`src/rtl/fb_pkg.sv`:
```
// Shared constants and pixel-byte layout for the framebuffer scan-out path.
// Pixel byte: type [7:6], colour [5:4], gray [5:2].
package fb_pkg;
  localparam int FB_W    = 320;
  localparam int FB_H    = 240;
  localparam int FB_SIZE = FB_W * FB_H;
  localparam int ADDR_W  = 18;

  localparam int PX_TYPE_MSB = 7;
  localparam int PX_TYPE_LSB = 6;
  localparam int PX_COL_MSB  = 5;
  localparam int PX_COL_LSB  = 4;
  localparam int PX_GRAY_MSB = 5;
  localparam int PX_GRAY_LSB = 2;

  typedef enum logic [1:0] {
    PX_GRAY  = 2'b00,
    PX_TEXT  = 2'b01,
    PX_SPR   = 2'b10,
    PX_DRAWN = 2'b11
  } px_type_e;

  localparam logic [1:0] COL_RED = 2'b11;

  function automatic logic [7:0] px_drawn(input logic [1:0] colour);
    logic [7:0] px;
    px = '0;
    px[PX_TYPE_MSB:PX_TYPE_LSB] = PX_DRAWN;
    px[PX_COL_MSB:PX_COL_LSB]   = colour;
    return px;
  endfunction
endpackage

```
`src/rtl/sync_delay.sv`:
```
// Fixed-depth shift register with asynchronous clear, used to align
// timing and qualifier bits with the BRAM read pipeline.
module sync_delay #(
  parameter int DEPTH = 2,
  parameter int WIDTH = 1
) (
  input  logic             clk_in,
  input  logic             rst_in,
  input  logic [WIDTH-1:0] d_in,
  output logic [WIDTH-1:0] q_out
);
  import fb_pkg::*;

  logic [WIDTH-1:0] stage_q [DEPTH];
  logic [WIDTH-1:0] stage_d [DEPTH];

  always_comb begin
    stage_d[0] = d_in;
    for (int i = 1; i < DEPTH; i++) stage_d[i] = stage_q[i-1];
  end

  always_ff @(posedge clk_in or posedge rst_in) begin
    if (rst_in) begin
      for (int i = 0; i < DEPTH; i++) stage_q[i] <= '0;
    end else begin
      for (int i = 0; i < DEPTH; i++) stage_q[i] <= stage_d[i];
    end
  end

  assign q_out = stage_q[DEPTH-1];
endmodule

```
`src/rtl/fb_scan_reader.sv`:
```
// Double-buffered framebuffer scan-out: raster counters -> BRAM address -> pixel byte.
// Optional cursor crosshair overlay under macro FB_CURSOR_EN.
module fb_scan_reader #(
  parameter int FB_W       = fb_pkg::FB_W,
  parameter int FB_H       = fb_pkg::FB_H,
  parameter int SCALE_LOG2 = 1,
  parameter int RD_LAT     = 2,
  parameter int H_ACTIVE   = 640,
  parameter int V_TOTAL    = 525
) (
  input  logic                      clk_in,
  input  logic                      rst_in,
  input  logic [10:0]               hcount_in,
  input  logic [9:0]                vcount_in,
  input  logic                      hsync_in,
  input  logic                      vsync_in,
  input  logic                      blank_in,
  input  logic                      swap_req_in,
  output logic                      swap_ack_out,
  output logic                      front_sel_out,
  output logic [fb_pkg::ADDR_W-1:0] addr_out,
  input  logic [7:0]                rd_data_in,
  output logic [7:0]                pixel_out,
  output logic                      hsync_out,
  output logic                      vsync_out,
  output logic                      blank_out
`ifdef FB_CURSOR_EN
  ,
  input  logic [10:0]               cursor_x_in,
  input  logic [9:0]                cursor_y_in
`endif
);
  import fb_pkg::*;

  localparam logic [ADDR_W-1:0] PAGE     = ADDR_W'(FB_W * FB_H);
  localparam logic [ADDR_W-1:0] ROW_STEP = ADDR_W'(FB_W);
  localparam logic [10:0]       H_WIN    = 11'(FB_W << SCALE_LOG2);
  localparam logic [9:0]        V_WIN    = 10'(FB_H << SCALE_LOG2);
  localparam logic [10:0]       H_END    = 11'(H_ACTIVE);
  localparam logic [9:0]        V_LAST   = 10'(V_TOTAL - 1);
  localparam logic [9:0]        SUB_MASK = 10'((1 << SCALE_LOG2) - 1);

  logic [ADDR_W-1:0] row_base_q, row_base_d;
  logic [ADDR_W-1:0] addr_q, addr_d, page_sel;
  logic [10:0]       col;
  logic [9:0]        vnext;
  logic              in_win, win_dly;
  logic              vs_prev_q, vs_fall;
  logic              pending_q, pending_d;
  logic              front_q, front_d;
  logic              ack_q, ack_d;
  logic [7:0]        pixel_q, pixel_d;

  // Row base advances once per source row, at the end of each active line,
  // so the address needs only an add instead of a v*FB_W multiply.
  always_comb begin
    col      = hcount_in >> SCALE_LOG2;
    vnext    = vcount_in + 10'd1;
    in_win   = (hcount_in < H_WIN) && (vcount_in < V_WIN) && !blank_in;
    page_sel = front_q ? PAGE : '0;
    addr_d   = in_win ? (row_base_q + ADDR_W'(col) + page_sel) : page_sel;

    row_base_d = row_base_q;
    if (hcount_in == H_END) begin
      if (vcount_in == V_LAST)             row_base_d = '0;
      else if ((vnext & SUB_MASK) == '0)   row_base_d = row_base_q + ROW_STEP;
    end
  end

  // A request arriving on the flip cycle is absorbed by that flip.
  always_comb begin
    vs_fall   = vs_prev_q && !vsync_in;
    pending_d = pending_q;
    front_d   = front_q;
    ack_d     = 1'b0;
    if (vs_fall && pending_q) begin
      front_d   = !front_q;
      ack_d     = 1'b1;
      pending_d = 1'b0;
    end else if (swap_req_in) begin
      pending_d = 1'b1;
    end
  end

  sync_delay #(.DEPTH(RD_LAT + 1), .WIDTH(1)) u_win_dly (
    .clk_in (clk_in),
    .rst_in (rst_in),
    .d_in   (in_win),
    .q_out  (win_dly)
  );

  sync_delay #(.DEPTH(RD_LAT + 2), .WIDTH(3)) u_tim_dly (
    .clk_in (clk_in),
    .rst_in (rst_in),
    .d_in   ({hsync_in, vsync_in, blank_in}),
    .q_out  ({hsync_out, vsync_out, blank_out})
  );

`ifdef FB_CURSOR_EN
  logic [10:0] hcount_dly;
  logic [9:0]  vcount_dly;

  sync_delay #(.DEPTH(RD_LAT + 1), .WIDTH(21)) u_pos_dly (
    .clk_in (clk_in),
    .rst_in (rst_in),
    .d_in   ({hcount_in, vcount_in}),
    .q_out  ({hcount_dly, vcount_dly})
  );

  always_comb begin
    pixel_d = win_dly ? rd_data_in : 8'h00;
    if (win_dly && ((hcount_dly == cursor_x_in) || (vcount_dly == cursor_y_in)))
      pixel_d = px_drawn(COL_RED);
  end
`else
  always_comb begin
    pixel_d = win_dly ? rd_data_in : 8'h00;
  end
`endif

  always_ff @(posedge clk_in or posedge rst_in) begin
    if (rst_in) begin
      row_base_q <= '0;
      addr_q     <= '0;
      pixel_q    <= '0;
      vs_prev_q  <= 1'b0;
      pending_q  <= 1'b0;
      front_q    <= 1'b0;
      ack_q      <= 1'b0;
    end else begin
      row_base_q <= row_base_d;
      addr_q     <= addr_d;
      pixel_q    <= pixel_d;
      vs_prev_q  <= vsync_in;
      pending_q  <= pending_d;
      front_q    <= front_d;
      ack_q      <= ack_d;
    end
  end

  assign addr_out      = addr_q;
  assign pixel_out     = pixel_q;
  assign front_sel_out = front_q;
  assign swap_ack_out  = ack_q;
endmodule

```
`config.mk`:
```
export PLATFORM = sky130hd
export DESIGN_NAME = fb_scan_reader
export DESIGN_NICKNAME = d
export VERILOG_FILES = /design/src/rtl/fb_pkg.sv /design/src/rtl/sync_delay.sv /design/src/rtl/fb_scan_reader.sv
export SDC_FILE = /design/constraint.sdc
export NUM_CORES = 1
export LEC_CHECK = 0
export CORE_MARGIN = 2
export CORE_UTILIZATION = 48
export CTS_BUF_LIST = sky130_fd_sc_hd__clkbuf_16
export DETAILED_ROUTE_END_ITERATION = 16
export GPL_ROUTABILITY_DRIVEN = 0
export PLACE_DENSITY = 0.86
export SLEW_MARGIN = 20
export SYNTH_ARGS = -nofsm -noshare
export SYNTH_HDL_FRONTEND = slang
export SYNTH_SLANG_ARGS = --single-unit
```
`constraint.sdc`:
```
create_clock -name clk_in -period 2.48 [get_ports clk_in]
set_input_delay 0.372 -clock clk_in [delete_from_list [all_inputs] [get_ports clk_in]]
set_output_delay 0.372 -clock clk_in [all_outputs]
set_load 0.005 [all_outputs]
```
Word level (Yosys, flattened, before mapping)
Index checks and enable logic that the tools add are counted.
{"block": "word_totals", "ff_bits": 63, "inputBits": 35, "output_inout_bits": 31, "word_cells": 41}
{"block": "classes", "addsub": 4, "order_cmp": 2, "eq_ne": 2, "n_mux": 8, "reduce_logical": 11}
{"operator": "18-bit 2-to-1 mux", "n": 3}
{"operator": "18-bit by 10-bit adder with 18-bit output", "n": 1}
{"operator": "18-bit by 17-bit adder with 18-bit output", "n": 1}
{"operator": "18-bit by 9-bit adder with 18-bit output, second input constant", "n": 1}
{"operator": "17-bit 2-to-1 mux", "n": 1}
{"operator": "11-bit by 10-bit equality test with 1-bit output, second input constant", "n": 1}
{"operator": "11-bit by 10-bit < comparator with 1-bit output, second input constant", "n": 1}
{"operator": "10-bit equality test, second input constant", "n": 1}
{"operator": "10-bit zero test", "n": 1}
{"operator": "10-bit by 9-bit < comparator with 1-bit output, second input constant", "n": 1}
{"operator": "8-bit 2-to-1 mux", "n": 1}
{"operator": "1-bit logical AND", "n": 4}
{"operator": "2-bit nonzero test", "n": 2}
{"operator": "1-bit zero test", "n": 3}
{"operator": "1-bit 2-to-1 mux", "n": 3}
{"operator": "2-bit AND reduction", "n": 1}
{"operator": "1-bit adder, second input constant", "n": 1}

Depth between registers and ports, before layout
Gate-level depths: netlist of the first run.
{"block": "logic_depth", "ltp_word": 4, "ltp_mapped": 6, "mapped_depth_nobuf": 5}

Cells and area by module
Synthesis of the first run repeated with hierarchy kept, for this count alone.
{"block": "hier_totals", "hier_cells": 224, "hier_area_um2": 2462.4}
{"module": "fb_scan_reader", "n_inst": 1, "cells_per_inst": 207, "area_per_inst_um2": 2079.5, "seq_area_each_um2": 1051.0}
{"module": "sync_delay at u_tim_dly", "n_inst": 1, "cells_per_inst": 13, "area_per_inst_um2": 304.0, "seq_area_each_um2": 300.3}
{"module": "sync_delay at u_win_dly", "n_inst": 1, "cells_per_inst": 4, "area_per_inst_um2": 78.8, "seq_area_each_um2": 75.1}

Least setup slack after synthesis of the first run
Ideal clock, no wire load.
{"block": "synth_path", "path_type": "input -> register", "start": "input hcount_in[5]", "end": "register row_base_q[13]", "setup_ns": 0.079, "arrival_time_ns": 2.026, "required_ns": 2.401, "path_slack_ns": 0.374, "stages": 5, "path_buffers": 1, "cell_sequence": "or4b_1 -> or4_4 -> buf_6 -> nor4b_2 -> mux2i_1"}
{"block": "synth_between", "elab_chain_cells": 2}
{"element": "start, declared", "line_no": "fb_scan_reader.sv:13", "text": "input logic [10:0] hcount_in,"}
{"element": "11-bit by 10-bit equality test with 1-bit output", "line_no": "fb_scan_reader.sv:64", "text": "if (hcount_in == H_END) begin"}
{"element": "2-bit AND reduction (no source line)"}
{"element": "end signal, assigned", "line_no": "fb_scan_reader.sv:131", "text": "row_base_q <= row_base_d;"}
{"element": "end, declared", "line_no": "fb_scan_reader.sv:43", "text": "logic [ADDR_W-1:0] row_base_q, row_base_d;"}
No other way between the ends.
A chain may end at the register's enable or synchronous reset.

Final worst setup path of the first run
{"block": "layout_path", "start": "input hcount_in[10]", "end": "register row_base_q[17]"}
Same word-level chain as after synthesis.

==> impl_metrics.toml, run 1 <==
[power]
power.total_mw = 2.10
seq_power_share_pct = 47.5
swShare_pct = 24.7
p_per_area_nw_per_um2 = 603
p_switching_mw = 0.519
ir_worst_vdd_uv = 301
internal_power_mw = 1.58
power_leakage_nw = 1.53
power_frac_clock_pct = 33.2
p_comb_share_pct = 19.3

[sta]
grt_setup_unrepaired = "false"
maxSlewViolCount = 0
setup_viol = 0
fin_crit_sh_pct = 92.1
fmax_ghz = 0.438
relSlewSlack_pct = 69.2
finalHoldViolations = 0
clock_skew_ns = 0.00449
max_slew.worst_pin.slew_ns = 0.450
setup_tns_ns = 0
period_needed_ns = 2.29

[clock_network]
cts_hold_buf = 0
cts_made_buffers = 5
cts.sinks = 56
ctsResizeCount = 0
clock_latency_ns = 0.29
post_cts_buffers = 0
path_clk_slew_ns = 0.07
htreeDepth = 2
cts_root_buf = "clkbuf_16"
cts_tree = "built"
clock_path_buffers = 2

[detailed_routing]
wl_mm = 5.39
num_vias = 1996
drc = 0
drtPass1Iterations = 4
wl_per_cell_microns = 14.6
avgViaCountPerCell = 5.41
drt_first_iter_violations = 116
ant_nets = 0

[critical_path]
cpPeakStageDelay_ns = 0.58
path_depth = 5
r2r-end = "addr_out[14]"
r2r_slack_ns = 0.41
critPathMaxFanout = 6
crit_path_end_kind = "flop"
crit_start = "hcount_in[10]"
cp_cell_sequence = "clkdlybuf4s50_1 -> or4b_4 -> or4_4 -> nor4_2 -> mux2i_1"
path_buf_inv = 1
cp_slowest_cell = "or4_4"
crit_required_ns = 2.70
r2r-start = "row_base_q[10]"
critPathLaunchType = "input pin"
path_class = "in -> reg"
worstSetupEndpoint = "row_base_q[17]"
critical-path-top-delay-family = "simple AND/OR/NAND/NOR gates"
reg2reg_depth = 5
worstPathArrival_ns = 2.50

[grt]
grt_max_degree = 21
grt_pass1_wl_mm = 9.17
grt-ovfl-total = 0
grt_pass1_vias = 1959
antenna_found_initial = 0
grt_util_all_layers_pct = 21.6

[yosys]
synthesis.area_sq_um = 2440
synth_cell_types = 42
ys_warn_count = 0
synth.most_common_cell = "dfrtp_1"
synthTopCellsByArea = "dfrtp_1, ha_1, and2_1"
synth-edff-count = 0
syn_area_per_cell_sq_um = 11.7
synth_top_cell_area_share_pct = 57.5
synthArstFlopShare_pct = 100
yosysTopAreaCell = "dfrtp_1"
synthFlopType = "dfrtp_1"
synth_cells = 208
netlist_top_cells_count = "dfrtp_1, and2_1, nor2_1"
ys_seq_area_share_pct = 57.5
ys_ff_latch = 56
synthesis.nets = 252

[floorplanning]
die_w_microns = 75.3
coreArea_sq_um = 4820
row_count = 25
die_height_microns = 75.3
io_pins = 66
start_util_pct = 50.6
die_area_sq_um = 5660

[finish]
drive_gt1_share_pct = 12.9
diodes = 0
multi_input_area_sq_um = 991
area_growth_pct = 42.9
fin_area_sq_um = 3480
fillCellCount = 350
nets = 345
seq_area_sq_um = 1400

[min_path]
holdCritPathClass = "reg -> reg"
holdPathStages = 0

[flow_run]
max_cap_violations = 0

[place]
hpwl_mm = 4.35
io_buffers = 65
placed_area_sq_um = 3330

[run_status]
status = "completed"
power by group through the flow:
stage / logic, mW / clock network, mW / registers (mW)
floorplan: 0.146 / 0 / 1.03
global placement: 0.390 / 0 / 1.01
detailed placement: 0.404 / 0 / 1.02
CTS: 0.406 / 0.707 / 0.999
global route: 0.447 / 0.753 / 1.01
finish: 0.405 / 0.699 / 0.998
cell families after synthesis:
logic type,after synthesis,synth area share [%]
flops,56,57.5
xor+xnor,8,2.87
fa+ha+maj,9,4.62
mux,4,1.64
compound gates,45,12.4
simple gates,76,19.1
buf+inv,10,1.85
flip-flops by register name, summed over array words and instances, names as in the netlist:
name	cells
pixel_out	8
row_base_q	12
u_win_dly.q_out	1
swap_ack_out	1
u_win_dly.stage_d	2
front_sel_out	1
u_tim_dly.q_out	3
u_tim_dly.stage_d	9
addr_out	18
pending_q	1
metrics by stage:
stage / instances / hold slack [ns] / worst slack (ns) / utilization, %
2_1_floorplan: 208 / 0.331 / 0.374 / -
3_3_place_gp: 361 / 0.332 / -0.0786 / 69.2
3_5_place_dp: 361 / 0.335 / -0.0859 / 69.2
4_1_cts: 369 / 0.350 / 0.196 / 72.3
5_1_grt: 369 / 0.359 / 0.143 / 72.3
6_report: 369 / 0.349 / 0.195 / 72.3
per-layer routing:
layer	vias to the layer above	track usage [%]	part of all wire (%)
li1	951	-	-
met1	956	25.6	39
met2	87	40.1	54
met3	2	4.95	6.4
met4	0	4.68	0.41
met5	-	0	0
placed cells by master (no fill, tap or decap), drive strengths merged, types with 2 or more instances in the layout:
cell type and n:
nor2 13, a21o 2, a211oi 3, a31oi 2
nor3 6, xor2 3, nand2 8, o21bai 5
xnor2 5, or4b 3, o21ai 9, o211a 2
a21oi 8, or3 5, nor4 3, nand4 5
ha 9, o31ai 6, inv 9, nor4b 4
and2 15, buf 24, o21a 2, nand3 4
dfrtp 56, or4 3, o221ai 2, and4 2
mux2i 4, clkdlybuf4s50 65, nand2b 3, clkbuf 5
area by class of cell:
cell class	count	area share [%]
multi-input combinational	142	28.4
clock inverter	3	0.718
tap	67	2.41
sequential	56	40.2
timing repair buffer	89	23.9
clock buffer	5	3.59
inverter	7	0.754
how the worst min path moves through the flow:
stage,from,slack [ns],end
floorplan,u_tim_dly.stage_d[0],0.33,u_tim_dly.q_out[0]
global route,u_tim_dly.stage_d[5],0.36,u_tim_dly.stage_d[2]
detailed placement,u_win_dly.stage_d[0],0.33,u_win_dly.q_out
finish,u_win_dly.stage_d[0],0.35,u_win_dly.q_out
CTS,u_win_dly.stage_d[0],0.35,u_win_dly.q_out
global placement,u_tim_dly.stage_d[1],0.33,u_tim_dly.q_out[1]
Power figures use the tool's default switching activity.
==> inputs of run 2 (changes only) <==
CORE_MARGIN = 4   (was 2)
==> impl_metrics.toml, run 2 (synthesized netlist as in run 1, its figures left out) <==
[run_status]
status = "completed"

[floorplanning]
row_count = 25
coreArea_sq_um = 4820
start_util_pct = 50.6
die_area_sq_um = 6280
io_pins = 66
die_height_microns = 79.3
die_w_microns = 79.3

[finish]
final_common_cell = "clkdlybuf4s50_1"
drive_gt1_share_pct = 13.2
area_growth_pct = 43.3
largest_reg_flops = 18
layout_common_cells = "clkdlybuf4s50_1, dfrtp_1, buf_4, and2_1, nor2_1"
fin_util_pct = 72.5
diodes = 0
nets = 346

[sta]
fmax_ghz = 0.447
fin_ws_ns = 0.245
clock_skew_ns = 0.00597
setup_viol = 0
grt_setup_unrepaired = "false"
max_slew.worst_pin.slew_ns = 0.521
fin_crit_sh_pct = 90.1
finalHoldViolations = 0
maxSlewViolCount = 0
period_needed_ns = 2.23
relSlewSlack_pct = 65.2
worst_hold_slack_ns = 0.349

[grt]
grt_max_degree = 28
grt_util_all_layers_pct = 19.6
antenna_found_initial = 0
grt_pass1_vias = 2058
grt_pass1_wl_mm = 9.45
grt-ovfl-total = 0

[detailed_routing]
drc = 0
drt_first_iter_violations = 101
ant_nets = 0
dr_wl_met2_mm = 2.92
num_vias = 1986
avgViaCountPerCell = 5.37
wl_mm = 5.52
highest_layer = "met4"
drtPass1Iterations = 4
met3_length_microns = 305
met1_length_mm = 2.22
wl_per_cell_microns = 14.9

[power]
power_leakage_nw = 1.54
ir_worst_vdd_uv = 312
p_per_area_nw_per_um2 = 604

[critical_path]
critPathLaunchType = "input pin"
cpPeakStageDelay_ns = 0.58
cp_slowest_cell = "or4_4"
path_class = "in -> reg"
critPathMaxFanout = 6
cp_cell_sequence = "clkdlybuf4s50_1 -> or4b_4 -> or4_4 -> nor4_2 -> mux2i_1"
worstPathArrival_ns = 2.45
crit_required_ns = 2.69
crit_path_end_kind = "flop"

[min_path]
holdCritPathClass = "reg -> reg"

[clock_network]
htreeDepth = 2
post_cts_buffers = 0
cts_root_buf = "clkbuf_16"
path_clk_slew_ns = 0.07
clock_latency_ns = 0.29
cts.sinks = 56
cts_made_buffers = 5
cts_tree = "built"
ctsResizeCount = 0
cts_hold_buf = 0
clock_path_buffers = 2

[flow_run]
max_cap_violations = 0

[place]
dp_slack_ns = -0.0746
io_buffers = 65
hpwl_mm = 4.33
## run 2: changes by cell type in the layout (fill, tap and decap cells not counted), sizes merged
cell and change:
clkinvlp -1, buf +1, clkinv +1
## run 2: per-stage QoR
step	power, mW	TNS (ns)	cell area [sq um]	std cells
after detailed placement	1.42	-0.143	3340	362
final	2.11	0	3490	370
after global routing	2.23	0	3490	370
after floorplan	1.18	0	2440	208
after global placement	1.40	-0.0526	3340	362
after CTS	2.14	0	3490	370
## run 2: layout make-up
class                   count  area [sq um]
multi-input cells         142           991
flip-flops and latches     56          1400
repair buffers             90           838
well taps                  67          83.8
fillers                   361          1330
clock buffers               5           125
clock inverters             3          26.3
inverters                   7          26.3
## run 2: worst paths after layout
path,endpoint,depth (start not counted),slack [ns],from
max in group asynchronous,row_base_q[13],3,1.44,rst_in
hold / removal,u_win_dly.q_out,0,0.35,u_win_dly.stage_d[0]
setup reg to reg,addr_out[14],5,0.44,row_base_q[10]
min in group asynchronous,u_tim_dly.stage_d[0],2,0.44,rst_in
hold reg to reg,u_win_dly.q_out,0,0.35,u_win_dly.stage_d[0]
setup / recovery,row_base_q[17],5,0.25,hcount_in[10]
## run 2: critical path, delay by kind of cell
kind                   cells  cell delay [ns]
multiplexers               1             0.22
AND/OR/NAND/NOR            3             1.44
buffers and inverters      1             0.42
## run 2: metal layers
| metal | up-vias | track usage [%] |
|---|---|---|
| li1 | 953 | - |
| met1 | 954 | 21.5 |
| met2 | 71 | 36.9 |
| met3 | 8 | 4.88 |
| met4 | 0 | 6.01 |
| met5 | - | 0 |
## run 2: where the power goes
group          switching (mW)  total (mW)  leakage (nW)  internal, mW
combinational           0.176       0.404         0.724         0.228
clock                   0.322       0.705        0.0748         0.383
sequential             0.0274        1.00         0.736         0.973
==> inputs of run 3 (changes only) <==
PLACE_DENSITY = 0.85   (was 0.86)
SYNTH_HIERARCHICAL = 1   (was unset)
==> impl_metrics.toml, run 3 <==
[clock_network]
cts_made_buffers = 9
clock_latency_ns = 0.32
cts_tree = "built"
cts.sinks = 57
ctsResizeCount = 0
cts_hold_buf = 0
clock_path_buffers = 2
cts_root_buf = "clkbuf_16"
path_clk_slew_ns = 0.05
post_cts_buffers = 0
htreeDepth = 3

[detailed_routing]
dr_wl_met2_mm = 2.76
wl_mm = 5.48
drt_first_iter_violations = 46
met3_length_microns = 426
ant_nets = 0
num_vias = 2005
met1_length_mm = 2.13
avgViaCountPerCell = 5.39
wl_per_cell_microns = 14.7
drtPass1Iterations = 4
highest_layer = "met4"
drc = 0

[floorplanning]
start_util_pct = 50.8
io_pins = 66
die_height_microns = 79.6
coreArea_sq_um = 4850
die_w_microns = 79.6
row_count = 25
die_area_sq_um = 6340

[yosys]
synthesis.area_sq_um = 2460
synth_top_cell_area_share_pct = 57.9
synth-edff-count = 0
netlist_top_cells_count = "dfrtp_1, o21ai_0, and2_1"
synth.most_common_cell = "dfrtp_1"
synthTopCellsByArea = "dfrtp_1, ha_1, and2_1"
ys_seq_area_share_pct = 57.9
ys_ff_latch = 57
synthArstFlopShare_pct = 100
ys_warn_count = 6
yosysTopAreaCell = "dfrtp_1"
synth_cells = 224
synthFlopType = "dfrtp_1"
syn_area_per_cell_sq_um = 11.0
synth_cell_types = 48
synthesis.nets = 268

[critical_path]
path_class = "reg -> reg"
critPathLaunchType = "flop"
cp_slowest_cell = "dfrtp_1"
critPathMaxFanout = 7
cpPeakStageDelay_ns = 0.44
critical-path-top-delay-family = "simple AND/OR/NAND/NOR gates"
crit_path_end_kind = "flop"
path_buf_inv = 0
worstPathArrival_ns = 2.31
crit_required_ns = 2.68
cp_cell_sequence = "ha_1 -> nand2_2 -> nor4_4 -> o21ai_2 -> and4_4 -> or3_1"

[sta]
max_slew.worst_pin.slew_ns = 0.429
clock_skew_ns = 0.00189
setup_tns_ns = 0
maxSlewViolCount = 0
relSlewSlack_pct = 71.4
setup_viol = 0
period_needed_ns = 2.11
finalHoldViolations = 0
worst_hold_slack_ns = 0.319
fmax_ghz = 0.474
grt_setup_unrepaired = "false"
fin_crit_sh_pct = 85.1

[grt]
antenna_found_initial = 0
grt_pass1_vias = 1999
grt_max_degree = 24
grt-ovfl-total = 0
grt_pass1_wl_mm = 9.14
grt_util_all_layers_pct = 19.1

[flow_run]
max_cap_violations = 0

[finish]
layout_common_cells = "clkdlybuf4s50_1, dfrtp_1, o21ai_0, and2_1"
fin_area_sq_um = 3550
seq_area_sq_um = 1430
largest_reg_flops = 18
nets = 344
multi_input_area_sq_um = 972
final_common_cell = "clkdlybuf4s50_1"
drive_gt1_share_pct = 10.5
area_growth_pct = 44.1
diodes = 0
fillCellCount = 356

[run_status]
status = "completed"

[place]
hpwl_mm = 3.94
io_buffers = 65
placed_area_sq_um = 3220

[power]
power.total_mw = 2.74
power_leakage_nw = 1.59
p_per_area_nw_per_um2 = 772
ir_worst_vdd_uv = 416

[min_path]
holdCritPathClass = "in -> async"
[run 3: cell count changes in the layout (fill, tap and decap cells not counted), sizes merged, moves of 4 or more]
cell,before,now
buf,25,7
o21ai,9,22
nand2,8,15
and3,0,5
a21oi,8,12
clkbuf,5,9
o21bai,5,1
or3,5,1
[run 3: metal layers]
metal / vias to the layer above / track usage [%]
li1: 952 / -
met1: 966 / 21.5
met2: 73 / 32.6
met3: 14 / 5.87
met4: 0 / 9.97
met5: - / 0
[run 3: cell families (layout without fill, tap and decap cells)]
kind of cell	count (synthesis)	count (layout)	share of synthesized area (%)
flops	57	57	57.9
compound gates	51	51	12.4
xor+xnor	6	6	2.13
buf+inv	16	97	2.59
simple gates	83	83	19.6
mux	2	2	0.813
fa+ha+maj	9	9	4.57
[run 3: stage by stage]
step / setup slack (ns) / utilization [%] / std cells
5_1_grt: 0.254 / 73.2 / 372
6_report: 0.369 / 73.2 / 372
3_5_place_dp: 0.0611 / 66.4 / 356
4_1_cts: 0.387 / 73.2 / 372
3_3_place_gp: 0.100 / 66.4 / 356
2_1_floorplan: 0.483 / - / 224
[run 3: worst paths after layout]
check	endpoint	start	slack [ns]	cells after the start
setup / recovery	addr_out[15]	row_base_q[10]	0.37	6
hold reg to reg	u_tim_dly/stage_d[4]	u_tim_dly/stage_d[7]	0.35	0
max in group asynchronous	row_base_q[15]	rst_in	1.74	3
min in group clk_in	u_tim_dly/stage_d[4]	u_tim_dly/stage_d[7]	0.35	0
setup reg to reg	addr_out[15]	row_base_q[10]	0.37	6
hold / removal	u_win_dly/q_out	rst_in	0.32	2
[run 3: layout make-up]
class	instances	share of cell area, %
Sequential cell	57	40.2
Multi-Input combinational cell	151	27.4
Timing Repair Buffer	72	19.8
Clock buffer	9	6.35
Clock inverter	7	2.89
Tap cell	67	2.36
Inverter	9	0.952
[run 3: power by group]
group	internal, mW	switching [mW]	total [mW]	leakage [nW]
sequential	0.993	0.0249	1.02	0.747
clock	0.886	0.435	1.32	0.156
combinational	0.217	0.182	0.399	0.682
[run 3: worst reg2reg max path: stages, from the launching register on]
cell,delay [ns]
dfrtp_1,0.44
ha_1,0.43
nand2_2,0.10
nor4_4,0.31
o21ai_2,0.15
and4_4,0.20
or3_1,0.35
